File: config.mk
export PLATFORM = sky130hd
export DESIGN_NAME = fan_tach_monitor
export DESIGN_NICKNAME = d
export VERILOG_FILES = /design/src/rtl/fan_tach_pkg.sv /design/src/rtl/fan_tach_channel.sv /design/src/rtl/fan_tach_monitor.sv
export SDC_FILE = /design/constraint.sdc
export NUM_CORES = 1
export LEC_CHECK = 0
export CAP_MARGIN = 20
export CORE_ASPECT_RATIO = 1.1
export CORE_MARGIN = 2
export CORE_UTILIZATION = 55
export CTS_CLUSTER_SIZE = 40
export DETAILED_ROUTE_END_ITERATION = 7
export GPL_ROUTABILITY_DRIVEN = 0
export PLACE_DENSITY = 0.94
export SYNTH_ARGS = -nofsm -noshare
export SYNTH_HDL_FRONTEND = slang
export SYNTH_SLANG_ARGS = --single-unit
File: constraint.sdc
create_clock -name CLKi -period 5.1 [get_ports CLKi]
set_input_delay 0.51 -clock CLKi [delete_from_list [all_inputs] [get_ports CLKi]]
set_output_delay 0.51 -clock CLKi [all_outputs]
set_load 0.01 [all_outputs]
File: src/rtl/fan_tach_pkg.sv
// Shared constants, types and helpers for the multi-channel fan tachometer.
// Glitch filter option: define FAN_TACH_GLITCH_FILTER_EN.
package fan_tach_pkg;

  localparam int NUM_FANS_DEF  = 4;
  localparam int CNT_W_DEF     = 12;
  localparam int WIN_LOG2_DEF  = 15;
  localparam int FAIL_WINS_DEF = 3;

  // Consecutive equal samples needed before the filtered level may change.
  localparam int FILT_DEPTH = 3;
  localparam int BAD_W      = 4;

  typedef struct packed {
    logic tachLow;
    logic tachHigh;
    logic fanFail;
  } chanFlagsT;

  // Low bit index of channel 'chan' in a flat bus of 'width'-bit fields.
  function automatic int chanLsb(input int chan, input int width);
    return chan * width;
  endfunction

endpackage

File: src/rtl/fan_tach_channel.sv
// One tach channel: synchroniser, optional glitch filter, edge counter,
// window-end threshold compare and fail debounce (FAN_TACH_GLITCH_FILTER_EN).
module fan_tach_channel
  import fan_tach_pkg::*;
#(
  parameter int CNT_W     = CNT_W_DEF,
  parameter int FAIL_WINS = FAIL_WINS_DEF
) (
  input  logic             CLKi,
  input  logic             ResetI,
  input  logic             FanIn,
  input  logic             ChanEn,
  input  logic             WinTc,
  input  logic [CNT_W-1:0] LowThr,
  input  logic [CNT_W-1:0] HighThr,
  output logic [CNT_W-1:0] FanFreq,
  output logic             TachLow,
  output logic             TachHigh,
  output logic             FanFail
);

  localparam int EW = CNT_W + 1;

  logic             syncQ1, syncQ2;
  logic             lvl, lvlPrev, edgeDet;
  logic [EW-1:0]    edgeCnt;
  logic [EW:0]      edgeSum;
  logic [EW-1:0]    halfSum;
  logic [CNT_W-1:0] newFreq;
  logic [BAD_W-1:0] badCnt, badNext;
  chanFlagsT        flagsQ, flagsNext;

  always_ff @(posedge CLKi) begin
    if (ResetI) begin
      syncQ1 <= 1'b0;
      syncQ2 <= 1'b0;
    end else begin
      syncQ1 <= FanIn;
      syncQ2 <= syncQ1;
    end
  end

`ifdef FAN_TACH_GLITCH_FILTER_EN
  logic [FILT_DEPTH-2:0] filtHist;
  logic [FILT_DEPTH-1:0] filtWin;
  logic                  filtLvl;

  assign filtWin = {filtHist, syncQ2};

  always_ff @(posedge CLKi) begin
    if (ResetI) begin
      filtHist <= '0;
      filtLvl  <= 1'b0;
    end else begin
      filtHist <= filtWin[FILT_DEPTH-2:0];
      if (&filtWin)       filtLvl <= 1'b1;
      else if (~|filtWin) filtLvl <= 1'b0;
    end
  end

  assign lvl = filtLvl;
`else
  assign lvl = syncQ2;
`endif

  always_ff @(posedge CLKi) begin
    if (ResetI) lvlPrev <= 1'b0;
    else        lvlPrev <= lvl;
  end

  assign edgeDet = lvl ^ lvlPrev;

  // NOTE: next-state logic uses blocking '=' with every output assigned on
  // every path, so no latch is inferred; registers below use '<=' only.
  always_comb begin
    edgeSum = {1'b0, edgeCnt} + (EW+1)'(edgeDet);
    halfSum = edgeSum[EW:1];
    newFreq = halfSum[CNT_W] ? {CNT_W{1'b1}} : halfSum[CNT_W-1:0];

    flagsNext          = '0;
    flagsNext.tachLow  = (newFreq <= LowThr);
    flagsNext.tachHigh = (newFreq > HighThr);

    if (flagsNext.tachLow || flagsNext.tachHigh)
      badNext = (badCnt >= BAD_W'(FAIL_WINS)) ? BAD_W'(FAIL_WINS) : badCnt + BAD_W'(1);
    else
      badNext = '0;
    flagsNext.fanFail = (badNext == BAD_W'(FAIL_WINS));
  end

  // A disabled channel is held in its reset state; the edge on the TC cycle
  // is folded into the closing window via edgeSum.
  always_ff @(posedge CLKi) begin
    if (ResetI || !ChanEn) begin
      edgeCnt <= '0;
      FanFreq <= '0;
      badCnt  <= '0;
      flagsQ  <= '0;
    end else if (WinTc) begin
      edgeCnt <= '0;
      FanFreq <= newFreq;
      badCnt  <= badNext;
      flagsQ  <= flagsNext;
    end else if (edgeDet && !(&edgeCnt)) begin
      edgeCnt <= edgeCnt + EW'(1);
    end
  end

  assign TachLow  = flagsQ.tachLow;
  assign TachHigh = flagsQ.tachHigh;
  assign FanFail  = flagsQ.fanFail;

endmodule

File: src/rtl/fan_tach_monitor.sv
// Multi-channel fan tach monitor: shared measurement window plus one
// fan_tach_channel per fan. Optional filter: FAN_TACH_GLITCH_FILTER_EN.
module fan_tach_monitor
  import fan_tach_pkg::*;
#(
  parameter int NUM_FANS  = NUM_FANS_DEF,
  parameter int CNT_W     = CNT_W_DEF,
  parameter int WIN_LOG2  = WIN_LOG2_DEF,
  parameter int FAIL_WINS = FAIL_WINS_DEF
) (
  input  logic                      CLKi,
  input  logic                      ResetI,
  input  logic [NUM_FANS-1:0]       Fan_In,
  input  logic [NUM_FANS-1:0]       ChanEn,
  input  logic [NUM_FANS*CNT_W-1:0] LowThr,
  input  logic [NUM_FANS*CNT_W-1:0] HighThr,
  output logic [NUM_FANS*CNT_W-1:0] FanFreq,
  output logic [NUM_FANS-1:0]       TachLow,
  output logic [NUM_FANS-1:0]       TachHigh,
  output logic [NUM_FANS-1:0]       FanFail,
  output logic                      WinDone
);

  logic [WIN_LOG2-1:0] winCnt;
  logic                winTc;

  assign winTc = &winCnt;

  // Reset restarts the window from zero, so no partial window is reported.
  always_ff @(posedge CLKi) begin
    if (ResetI) begin
      winCnt  <= '0;
      WinDone <= 1'b0;
    end else begin
      winCnt  <= winCnt + WIN_LOG2'(1);
      WinDone <= winTc;
    end
  end

  for (genvar i = 0; i < NUM_FANS; i++) begin : gChan
    fan_tach_channel #(
      .CNT_W     (CNT_W),
      .FAIL_WINS (FAIL_WINS)
    ) uChan (
      .CLKi     (CLKi),
      .ResetI   (ResetI),
      .FanIn    (Fan_In[i]),
      .ChanEn   (ChanEn[i]),
      .WinTc    (winTc),
      .LowThr   (LowThr[chanLsb(i, CNT_W) +: CNT_W]),
      .HighThr  (HighThr[chanLsb(i, CNT_W) +: CNT_W]),
      .FanFreq  (FanFreq[chanLsb(i, CNT_W) +: CNT_W]),
      .TachLow  (TachLow[i]),
      .TachHigh (TachHigh[i]),
      .FanFail  (FanFail[i])
    );
  end

endmodule

# Yosys cells after proc, flatten, opt, wreduce, memory -nomap -nowiden
# Cells that the tools add are included.
# word_totals
regBits,156
latch_bits,0
ramBits,0
rom_bits,0
inputBits,106
wordCells,112
memories,0
# op_classes
add_sub_neg,13
n_mul,0
div,0
n_lt_le_gt_ge,12
eq_ne,4
n_shift,0
mux,12
n_bitwise,4
reduce_logical,29
# ops
cell,n
13-bit by 1-bit adder with 14-bit output,4
"13-bit by 1-bit adder with 13-bit output, second input constant",4
13-bit AND reduction,4
12-bit greater-than comparator,4
12-bit less-or-equal comparator,4
12-bit 2-to-1 mux,4
4-bit 2-to-1 mux,8
"4-bit by 1-bit adder with 4-bit output, second input constant",4
"4-bit by 2-bit == test with 1-bit output, second input constant",4
"4-bit by 2-bit greater-or-equal comparator with 1-bit output, second input constant",4
"15-bit by 1-bit adder with 15-bit output, second input constant",1
15-bit AND reduction,1
1-bit zero test,8
1-bit logical OR,8
2-bit OR reduction,4
1-bit logical AND,4
1-bit bitwise XOR,4

# Depth between registers and ports, before layout
# depth
depth_word,7
ltp_mapped,14

# By module
# Synthesis repeated with hierarchy kept, for this count alone.
# hier_totals
hier_cells,1104
area_unflattened_um2,9367.7
# by_module_without_submodules
mod,n_inst,cells_each,area_each_um2
fan_tach_channel (gChan[1].uChan ...),2,257,2172.1
fan_tach_channel (gChan[0].uChan ...),2,256,2159.6
fan_tach_monitor,1,78,704.4

# Least setup slack after synthesis
# Ideal clock, no wire load.
# synth_timing
path_kind,flip-flop to flip-flop
startpoint,register gChan[0].uChan.edgeCnt[10]
endpoint,"register gChan[0].uChan.flagsQ, in the netlist gChan[0].uChan.FanFail"
setup_ns,0.101
arrival_ns,2.867
required_time_ns,4.999
setup_slack_ns,2.132
stages_incl_launch_ff,15
path_buffers,3
period_less_slack_ns,2.968
path_cell_list,dfxtp_1 > buf_2 > nand3_1 > or2_2 > or3_1 > clkbuf_1 > buf_2 > nand2_1 > ha_1 > nor2b_1 > o211ai_1 > a21oi_1 > o311ai_0 > nor2_1 > o41ai_1
# synth_between
elab_chain_cells,6
word_cells_on_any_way,7
classes_between,add/sub: 1; order compare: 2; eq/ne: 1; mux: 2; reduce/logical: 1
# synth_rtl
element,line_no,source
start: declaration,fan_tach_channel.sv:26,logic [EW-1:0] edgeCnt;
start signal: assignment,fan_tach_channel.sv:105,edgeCnt <= edgeCnt + EW'(1);
13-bit by 1-bit adder with 14-bit output (*),fan_tach_channel.sv:76,"edgeSum = {1'b0, edgeCnt} + (EW+1)'(edgeDet);"
12-bit 2-to-1 mux (*),fan_tach_channel.sv:78,newFreq = halfSum[CNT_W] ? {CNT_W{1'b1}} : halfSum[CNT_W-1:0];
named net gChan[0].uChan.newFreq[1],fan_tach_channel.sv:29,logic [CNT_W-1:0] newFreq;
12-bit less-or-equal comparator / 12-bit greater-than comparator (equally long branches),"fan_tach_channel.sv:81, fan_tach_channel.sv:82",
1-bit logical OR (*),fan_tach_channel.sv:84,if (flagsNext.tachLow || flagsNext.tachHigh)
4-bit 2-to-1 mux (*),fan_tach_channel.sv:84,
4-bit by 2-bit == test with 1-bit output (*),fan_tach_channel.sv:88,flagsNext.fanFail = (badNext == BAD_W'(FAIL_WINS));
end signal: assignment,fan_tach_channel.sv:103,flagsQ <= flagsNext;
end: declaration,fan_tach_channel.sv:31,"chanFlagsT flagsQ, flagsNext;"
# Mark *: on every way through the listed nets, which the timed path passes. The rest lies on a longest branch.
# A chain may end at the register's enable or synchronous reset.

# Worst setup path after layout
# layout_timing
startpoint,register gChan[0].uChan.syncQ2
endpoint,"register gChan[0].uChan.flagsQ, in the netlist gChan[0].uChan.FanFail"
# layout_between
elab_chain_cells,7
word_cells_on_any_way,8
classes_between,add/sub: 1; order compare: 2; eq/ne: 1; mux: 2; bitwise: 1; reduce/logical: 1
# layout_rtl
element,line_no,source
start: declaration,fan_tach_channel.sv:24,"logic syncQ1, syncQ2;"
start signal: assignment,fan_tach_channel.sv:39,syncQ2 <= syncQ1;
1-bit bitwise XOR (*),fan_tach_channel.sv:71,assign edgeDet = lvl ^ lvlPrev;
13-bit by 1-bit adder with 14-bit output (*),fan_tach_channel.sv:76,
12-bit 2-to-1 mux (*),fan_tach_channel.sv:78,
named net gChan[0].uChan.newFreq[11],fan_tach_channel.sv:29,
12-bit less-or-equal comparator / 12-bit greater-than comparator (equally long branches),"fan_tach_channel.sv:81, fan_tach_channel.sv:82",
1-bit logical OR (*),fan_tach_channel.sv:84,
4-bit 2-to-1 mux (*),fan_tach_channel.sv:84,
4-bit by 2-bit == test with 1-bit output (*),fan_tach_channel.sv:88,
# Marks and branches as above.

==> summary.txt <==
Finish
  • Layout area overhead: 24.4%
  • Post-route insts no fill: about 1.5k
  • Share of cells above drive strength 1: 0.0556
  • Design area: between 10000 and 15000 um^2
  • Ant. Diodes: 0
  • Nets@finish: approximately 1.5k

Worst setup path
  • Worst Path Required: 5.42 ns
  • Crit path launch type: register
  • Crit path arrival time: 3.91 ns
  • Critical Path Sink Type: register
  • Critical path peak fanout: 5
  • Reg2reg path depth: 13
  • Critical path type: register to register

GRT
  • Global-route wire length before repair: around 39000 um
  • Gr usage total: 0.265
  • Vias in the first global route: around 8.6k
  • Largest net degree at the start of global routing: a little under 50
  • Initial antenna violation count: 0
  • Remaining Overflow, GRT: 0

Floorplan
  • Io pins: 167
  • Row cnt: 50
  • Die ar.: roughly 18000 um^2
  • Core Area: between 15000 and 20000 um^2
  • Starting Density: 0.556
  • Die width: around 130 um
  • Die Span Y: about 140 um

Run status
  • Outcome: completed

Logic synthesis
  • Top FF cell, synth: dfxtp_1
  • Synth Register Bits: ~160
  • Synth cell count leaders: dfxtp_1 (156), ha_1 (107), inv_1 (102), nor2_1 (99), nand2_1 (91)
  • Synth warn: 0
  • Post-synthesis compound-gate area fraction: 0.162
  • EDFF count, synth: 0
  • Cell taking the most area after synthesis: dfxtp_1
  • Post-Synth Simple-Gate Area: 0.227
  • Avg Cell Area, Syn: roughly 8.2 um^2
  • Post-Syn Area: between 9000 and 10000 um^2
  • Area share of the largest cell type after synthesis: 0.333
  • Most common cell in the netlist: dfxtp_1
  • Synth unique cells: 64
  • Post-synthesis adder-cell area fraction: 0.143
  • Sequential fraction of the synthesis area: 0.333
  • Top cells by area, synth: dfxtp_1 (33%), ha_1 (14%), a21oi_1 (4.7%), inv_1 (4.1%), nor2_1 (4.0%)
  • Post-synthesis mux area share: 0.0103
  • Net Count, Synth: approximately 1.4k
  • Largest family of logic cells by synthesized area: simple AND/OR/NAND/NOR gates
  • Asr flop ratio synth: 0
  • Synth Area in XOR/XNOR: 0.0531
  • Cells after Synth: 1149

Drt
  • Final ANT Viol Nets: 0
  • DR WL met3: between 1000 and 1500 um
  • Max layer used: met4
  • Met2 wire len: around 12000 um
  • Via count: slightly below 9k
  • DR iter-0 viols: ~640
  • Drt pass-1 iters: 5
  • Detailed Route WL: 24000 um
  • DR WL/cell: 15.9 um
  • Met1 WL: slightly above 10000 um
  • Vias per std cell: just under 6
  • # DRC: 0

Place
  • Placed inst area: 11100 um^2
  • Detail Placement HPWL: ~18000 um
  • # port buffers: approximately 170
  • Placed Instances: approximately 1.5k
  • Pre-CTS setup slack: 1.60 ns

Pwr
  • PwrDens: between 200 and 250 nW/um^2
  • P_leak: 4.99 nW
  • VDD IR max: between 0.2 and 0.25 mV
  • Overall power: approximately 2.8 mW

STA
  • Worst slew pin tran: roughly 0.73 ns
  • Min Tclk post-route: 3.58 ns
  • Slew HR: 0.514
  • Max-slew violation count: 0
  • Final Hold Violating Endpoints: 0
  • Final Setup Violations: 0
  • RSZ-0062 raised after global routing: no
  • Max Freq: between 0.2 and 0.3 GHz
  • Setup_tns: 0 ns
  • Worst Skew: roughly 0.0073 ns
  • Worst Setup Slack, final: roughly 1.5 ns
  • Fin crit share: 0.703

CTS
  • CTS tree: done
  • Clock root buffer: clkbuf_16
  • H-tree lvl count: 4
  • Post-CTS sizing: 0
  • Hold_buf cts: 0
  • Num CTS Buffers: 17
  • Clock slew at reported path FFs: 0.06 ns
  • Clk_lat worst skew: 0.43 ns
  • Clock sink count: 156
  • Max Buffers Root-to-Sink: 2
  • Post CTS Setup Buffer Count: 0

Hold path
  • Path category of the worst min-delay check: register to register
  • Hold path cells: 1

Job
  • Max Cap Viol: 0
## cell type report
type / count / area, um^2
clock buffers: 20 / 447
clock inverters: 11 / 169
fillers: 1265 / 5210
inverters: 102 / 383
multi-input cells: 834 / 5590
flip-flops and latches: 156 / 3120
well taps: 208 / 260
repair buffers: 172 / 1710
## metrics by stage
stage / hold WS, ns / utilization
after floorplan: 0.414 / -
after global placement: 0.427 / 0.655
after detailed placement: 0.443 / 0.655
after CTS: 0.457 / 0.691
after global routing: 0.476 / 0.691
final: 0.451 / 0.691
## cells by family after synthesis
logic type / Yosys count
AOI/OAI and AO/OA: 247
xor gates and xnor gates: 56
adders and majority gates: 107
muxes: 9
buffers and inverters: 159
DFF: 156
and+or+nand+nor: 415
## cell usage in the layout, fill, tap and decap left out, types with 8 or more instances in the layout
master	synthesis	routed
clkdlybuf4s50_1	0	166
dfxtp_1	156	156
ha_1	107	107
inv_1	102	102
nor2_1	99	99
nand2_1	91	91
a21oi_1	88	88
o21ai_0	65	65
nand3_1	47	46
nand4_1	36	36
xor2_1	30	30
nor2b_1	29	29
xnor2_1	25	25
and3_1	24	23
a31oi_1	19	19
or3_1	18	18
clkbuf_16	0	17
nor3_1	15	15
a211oi_1	14	14
o41ai_1	13	13
nand2b_1	12	12
o211ai_1	10	10
nor4_1	10	10
and2_1	9	9
a31o_2	9	9
and4_1	8	8
## worst max-delay path, stage by stage, from the launching register on
cell and delay [ns]:
dfxtp_1 0.34, xor2_1 0.31, and2_1 0.20, ha_1 0.26
and4_1 0.27, nand3_1 0.13, xor2_1 0.23, nand2_1 0.13
ha_1 0.34, a21oi_1 0.15, o21ai_0 0.11, o311ai_0 0.51
nor2_1 0.15, o41ai_1 0.34
## worst paths after layout
kind,from,end,slack (ns)
max,gChan[0].uChan.lvl,gChan[0].uChan.FanFail,1.52
min,gChan[3].uChan.syncQ1,gChan[3].uChan.lvl,0.45
max reg2reg,gChan[0].uChan.lvl,gChan[0].uChan.FanFail,1.52
min reg2reg,gChan[3].uChan.syncQ1,gChan[3].uChan.lvl,0.45
## layer usage
metal	vias up	global-route usage
li1	4333	-
met1	4108	0.318
met2	315	0.455
met3	76	0.0558
met4	0	0.121
met5	-	0
## sequential cells by signal, summed over array words and instances (netlist names)
name,flops
WinDone,1
gChan.uChan.FanFail,4
gChan.uChan.FanFreq,48
gChan.uChan.TachHigh,4
gChan.uChan.TachLow,4
gChan.uChan.badCnt,16
gChan.uChan.edgeCnt,52
gChan.uChan.lvl,4
gChan.uChan.lvlPrev,4
gChan.uChan.syncQ1,4
winCnt,15
## power breakdown
part	switching, mW	total, mW	leakage (nW)	internal (mW)
logic	0.0881	0.200	3.43	0.112
clock network	0.500	1.33	0.300	0.828
registers	0.00591	1.23	1.26	1.23
Power figures use the tool's default switching activity.
==> variant 1 (same flow settings) <==
The output `WinDone` loses its register stage (`WinDone` becomes a continuous assignment).
--- a/src/rtl/fan_tach_monitor.sv
+++ b/src/rtl/fan_tach_monitor.sv
@@ -32,8 +32,8 @@
       winCnt  <= '0;
-      WinDone <= 1'b0;
     end else begin
       winCnt  <= winCnt + WIN_LOG2'(1);
-      WinDone <= winTc;
     end
   end
+
+  assign WinDone = winTc;
 
Function: no difference found for any inputs over 10 cycles, from zero or initial values and one cycle with ResetI high; that may be too few to reach the edited logic, so the function may still have changed.
==> variant 1 against the original RTL <==
- maximum frequency down 5.5%
- routed wire length increased by 1.7%
- clock skew up 0.0048 ns
- setup slack worse by 0.21 ns
- first-iteration DRC count is 16% lower
- design area up 0.26%
- sequential cell count decreased by 1
- power down 2.1%
- synthesized area rose by 0.80%
- critical path type unchanged
- critical endpoint is now gChan[1].uChan.badCnt[0]$_SDFFE_PP0P_
- largest cell class unchanged
==> variant 1: results (changes against the original RTL) <==
<table>
<tr><th>Metric</th><th>Value</th></tr>
<tr><th colspan="2">Run status</th></tr>
<tr><td>Result of the run</td><td>finished, final reports clean (unchanged)</td></tr>
<tr><th colspan="2">Global routing</th></tr>
<tr><td>Wire length of the first global-routing pass</td><td>39900 um (was 39300 um)</td></tr>
<tr><td>Pin count of the biggest net entering global routing</td><td>61 (was 49)</td></tr>
<tr><td>Overall track demand over capacity in global routing</td><td>0.269 (was 0.265)</td></tr>
<tr><th colspan="2">Timing</th></tr>
<tr><td>Worst hold margin</td><td>0.448 ns (was 0.451 ns)</td></tr>
<tr><td>Share of the clock period used by the worst path</td><td>0.744 (was 0.703)</td></tr>
<tr><th colspan="2">Synth</th></tr>
<tr><td>Fraction of the mapped netlist area in compound gates</td><td>0.146 (was 0.162)</td></tr>
<tr><td>Leading cell types by total area after synthesis</td><td>sky130_fd_sc_hd__dfxtp_1 33%, sky130_fd_sc_hd__ha_1 15%, sky130_fd_sc_hd__nand2_1 4.6% (was sky130_fd_sc_hd__dfxtp_1 33%, sky130_fd_sc_hd__ha_1 14%, sky130_fd_sc_hd__a21oi_1 4.7%)</td></tr>
<tr><td>Xor and xnor area share after synthesis</td><td>0.0673 (was 0.0531)</td></tr>
<tr><td>Post-Syn Nets</td><td>1386 (was 1362)</td></tr>
<tr><td>Share of synthesized cell area in full adder, half adder and majority cells</td><td>0.145 (was 0.143)</td></tr>
<tr><th colspan="2">Power</th></tr>
<tr><td>Maximum ir drop on the vdd rail</td><td>0.000219 V (was 0.000250 V)</td></tr>
<tr><th colspan="2">Routing</th></tr>
<tr><td>Routed via count</td><td>8900 (was 8832)</td></tr>
<tr><td>Drt first pass iters</td><td>6 (was 5)</td></tr>
<tr><td>Initial DRC count</td><td>533 (was 637)</td></tr>
<tr><th colspan="2">Critical path</th></tr>
<tr><td>Crit-path max FO</td><td>18 (was 5)</td></tr>
<tr><td>Endpoint of the most critical register-to-register path</td><td>gChan[1].uChan.badCnt[0]$_SDFFE_PP0P_ (was gChan[0].uChan.FanFail$_SDFFE_PP0P_)</td></tr>
<tr><td>Launch instance of the worst register-to-register path</td><td>gChan[1].uChan.edgeCnt[2]$_SDFFE_PP0P_ (was gChan[0].uChan.lvl$_SDFF_PP0_)</td></tr>
<tr><th colspan="2">Cells and area</th></tr>
<tr><td>Filler cell count in the final layout</td><td>1247 (was 1265)</td></tr>
<tr><td>Post-layout utilization of the core</td><td>0.691 (about the same)</td></tr>
</table>
-- variant 1: report_power, final --
part	internal [W]	switching [W]	total [W]
registers	0.00122	0.00000553	0.00122
clock network	0.000746	0.000533	0.00128
logic	0.000112	0.0000882	0.000200
total	0.00208	0.000626	0.00270
-- variant 1: worst max-delay path: cells and delay by family (launching register included) --
family | cells | cell delay (ns)
flops | 1 | 0.46
compound gates | 4 | 1.15
fa+ha+maj | 1 | 0.26
simple gates | 7 | 1.83
-- variant 1: final cells by class --
class / count / area share
multi-input combinational: 848 / 0.480
inverter: 102 / 0.0328
clock buffer: 19 / 0.0378
sequential: 155 / 0.265
tap: 234 / 0.0250
timing repair buffer: 172 / 0.146
clock inverter: 13 / 0.0134
-- variant 1: per-layer routing --
metal  global-route usage  wire [um]
met5                    0          0
met4                0.138        958
met3               0.0502       1320
met2                0.486      12300
met1                0.299       9850
==> variant 2 (same flow settings) <==
Without the edit above. The option `FAN_TACH_GLITCH_FILTER_EN` is turned on by a define.
--- a/src/rtl/fan_tach_channel.sv
+++ b/src/rtl/fan_tach_channel.sv
@@ -2,2 +2,4 @@
 // window-end threshold compare and fail debounce (FAN_TACH_GLITCH_FILTER_EN).
+`define FAN_TACH_GLITCH_FILTER_EN
+
 module fan_tach_channel
Check against the original RTL: no difference found for any inputs over 10 cycles, from zero or initial values and one cycle with ResetI high; that may be too few to reach the edited logic, so the function may still have changed.
==> variant 2 against the original RTL <==
- first-iteration DRC count is 12% higher
- largest cell class unchanged
- core utilization is 0.11 points lower
- power is 4.2% higher
- synthesized area is 4.9% higher
- setup slack better by 0.010 ns
- sequential cell count is 12 higher
- routed wire length is 6.6% higher
- die area is 4.8% higher
- clock power is 3% higher
- highest routed layer unchanged
- clock skew is 0.0032 ns higher
- via count is 4.1% higher
- design area is 4.1% higher
==> variant 2: results (changes against the original RTL) <==
<table>
<tr><th>Metric</th><th>Value</th></tr>
<tr><th colspan="2">Power</th></tr>
<tr><td>Leakage power of the design</td><td>5.21 nW (was 4.99 nW)</td></tr>
<tr><td>Maximum ir drop on the vdd rail</td><td>0.000272 V (was 0.000250 V)</td></tr>
<tr><th colspan="2">Cells and area</th></tr>
<tr><td>Post-layout utilization of the core</td><td>0.690 (was 0.691)</td></tr>
<tr><td>Fraction of layout cells with a size suffix above 1</td><td>0.0504 (was 0.0556)</td></tr>
<tr><td>Filler cell count in the final layout</td><td>1284 (was 1265)</td></tr>
<tr><td>Sequential cell area</td><td>3360 um^2 (was 3120 um^2)</td></tr>
<tr><td>Final std cell area, no fill</td><td>12200 um^2 (was 11700 um^2)</td></tr>
<tr><td>Clock network share of area</td><td>0.0514 (was 0.0527)</td></tr>
<tr><td>Area used by multi-input combinational logic</td><td>5780 um^2 (was 5590 um^2)</td></tr>
<tr><td>Number of nets at the end of the flow</td><td>1551 (was 1496)</td></tr>
<tr><th colspan="2">Critical path</th></tr>
<tr><td>CP max stage cell</td><td>sky130_fd_sc_hd__xor2_1 (was sky130_fd_sc_hd__o311ai_0)</td></tr>
<tr><td>Crit-path max FO</td><td>11 (was 5)</td></tr>
<tr><td>Launch instance of the worst register-to-register path</td><td>gChan[0].uChan.filtLvl$_SDFFE_PP0P_ (was gChan[0].uChan.lvl$_SDFF_PP0_)</td></tr>
<tr><td>Path depth of the worst reg2reg path</td><td>10 (was 13)</td></tr>
<tr><th colspan="2">Global routing</th></tr>
<tr><td>Overall track demand over capacity in global routing</td><td>0.267 (was 0.265)</td></tr>
<tr><td>Via count of the first global-routing pass</td><td>9030 (was 8641)</td></tr>
<tr><th colspan="2">Timing</th></tr>
<tr><td>Clock skew after layout</td><td>0.0105 ns (was 0.00730 ns)</td></tr>
<tr><td>Final critical delay including setup and external delays</td><td>3.57 ns (was 3.58 ns)</td></tr>
<tr><th colspan="2">Placement</th></tr>
<tr><td>Place WS</td><td>1.65 ns (was 1.60 ns)</td></tr>
<tr><th colspan="2">Run status</th></tr>
<tr><td>Result of the run</td><td>finished, final reports clean (unchanged)</td></tr>
<tr><th colspan="2">Synth</th></tr>
<tr><td>Sequential-to-total area share from yosys stat</td><td>0.342 (was 0.333)</td></tr>
<tr><td>Flop and latch count out of synthesis</td><td>168 (was 156)</td></tr>
<tr><td>Post-Syn Instances</td><td>1202 (was 1149)</td></tr>
<tr><td>Post-Syn Nets</td><td>1416 (was 1362)</td></tr>
<tr><th colspan="2">Routing</th></tr>
<tr><td>Routed via count</td><td>9196 (was 8832)</td></tr>
<tr><th colspan="2">Worst hold path</th></tr>
<tr><td>Cell depth of the worst hold path</td><td>2 (was 1)</td></tr>
</table>
## variant 2: cell types whose count changed after synthesis, sizes merged, moves of 9 or more
cell / before / now
a211oi: 15 / 24
a31oi: 20 / 5
a32o: 0 / 10
clkbuf: 25 / 16
dfxtp: 156 / 168
nand2: 91 / 114
nor2: 100 / 109
nor3: 17 / 27
o41ai: 13 / 1
## variant 2: cells by family (layout without fill, tap and decap cells)
group,after synthesis,in the layout,synth area share
compound gates,257,257,0.163
flops,168,168,0.342
mux,6,6,0.00635
xor+xnor,53,53,0.0487
buf+inv,159,307,0.0715
fa+ha+maj,108,108,0.137
simple gates,451,451,0.232
## variant 2: layer usage
metal	track usage	wire [um]	vias up
li1	-	-	4468
met2	0.479	12600	379
met4	0.134	972	0
met3	0.0515	1390	82
met1	0.306	10600	4267
met5	0	0	-
## variant 2: power breakdown
group          switching (W)  internal, W
sequential        0.00000401      0.00132
combinational      0.0000817     0.000105
clock               0.000544     0.000821
total               0.000630      0.00224
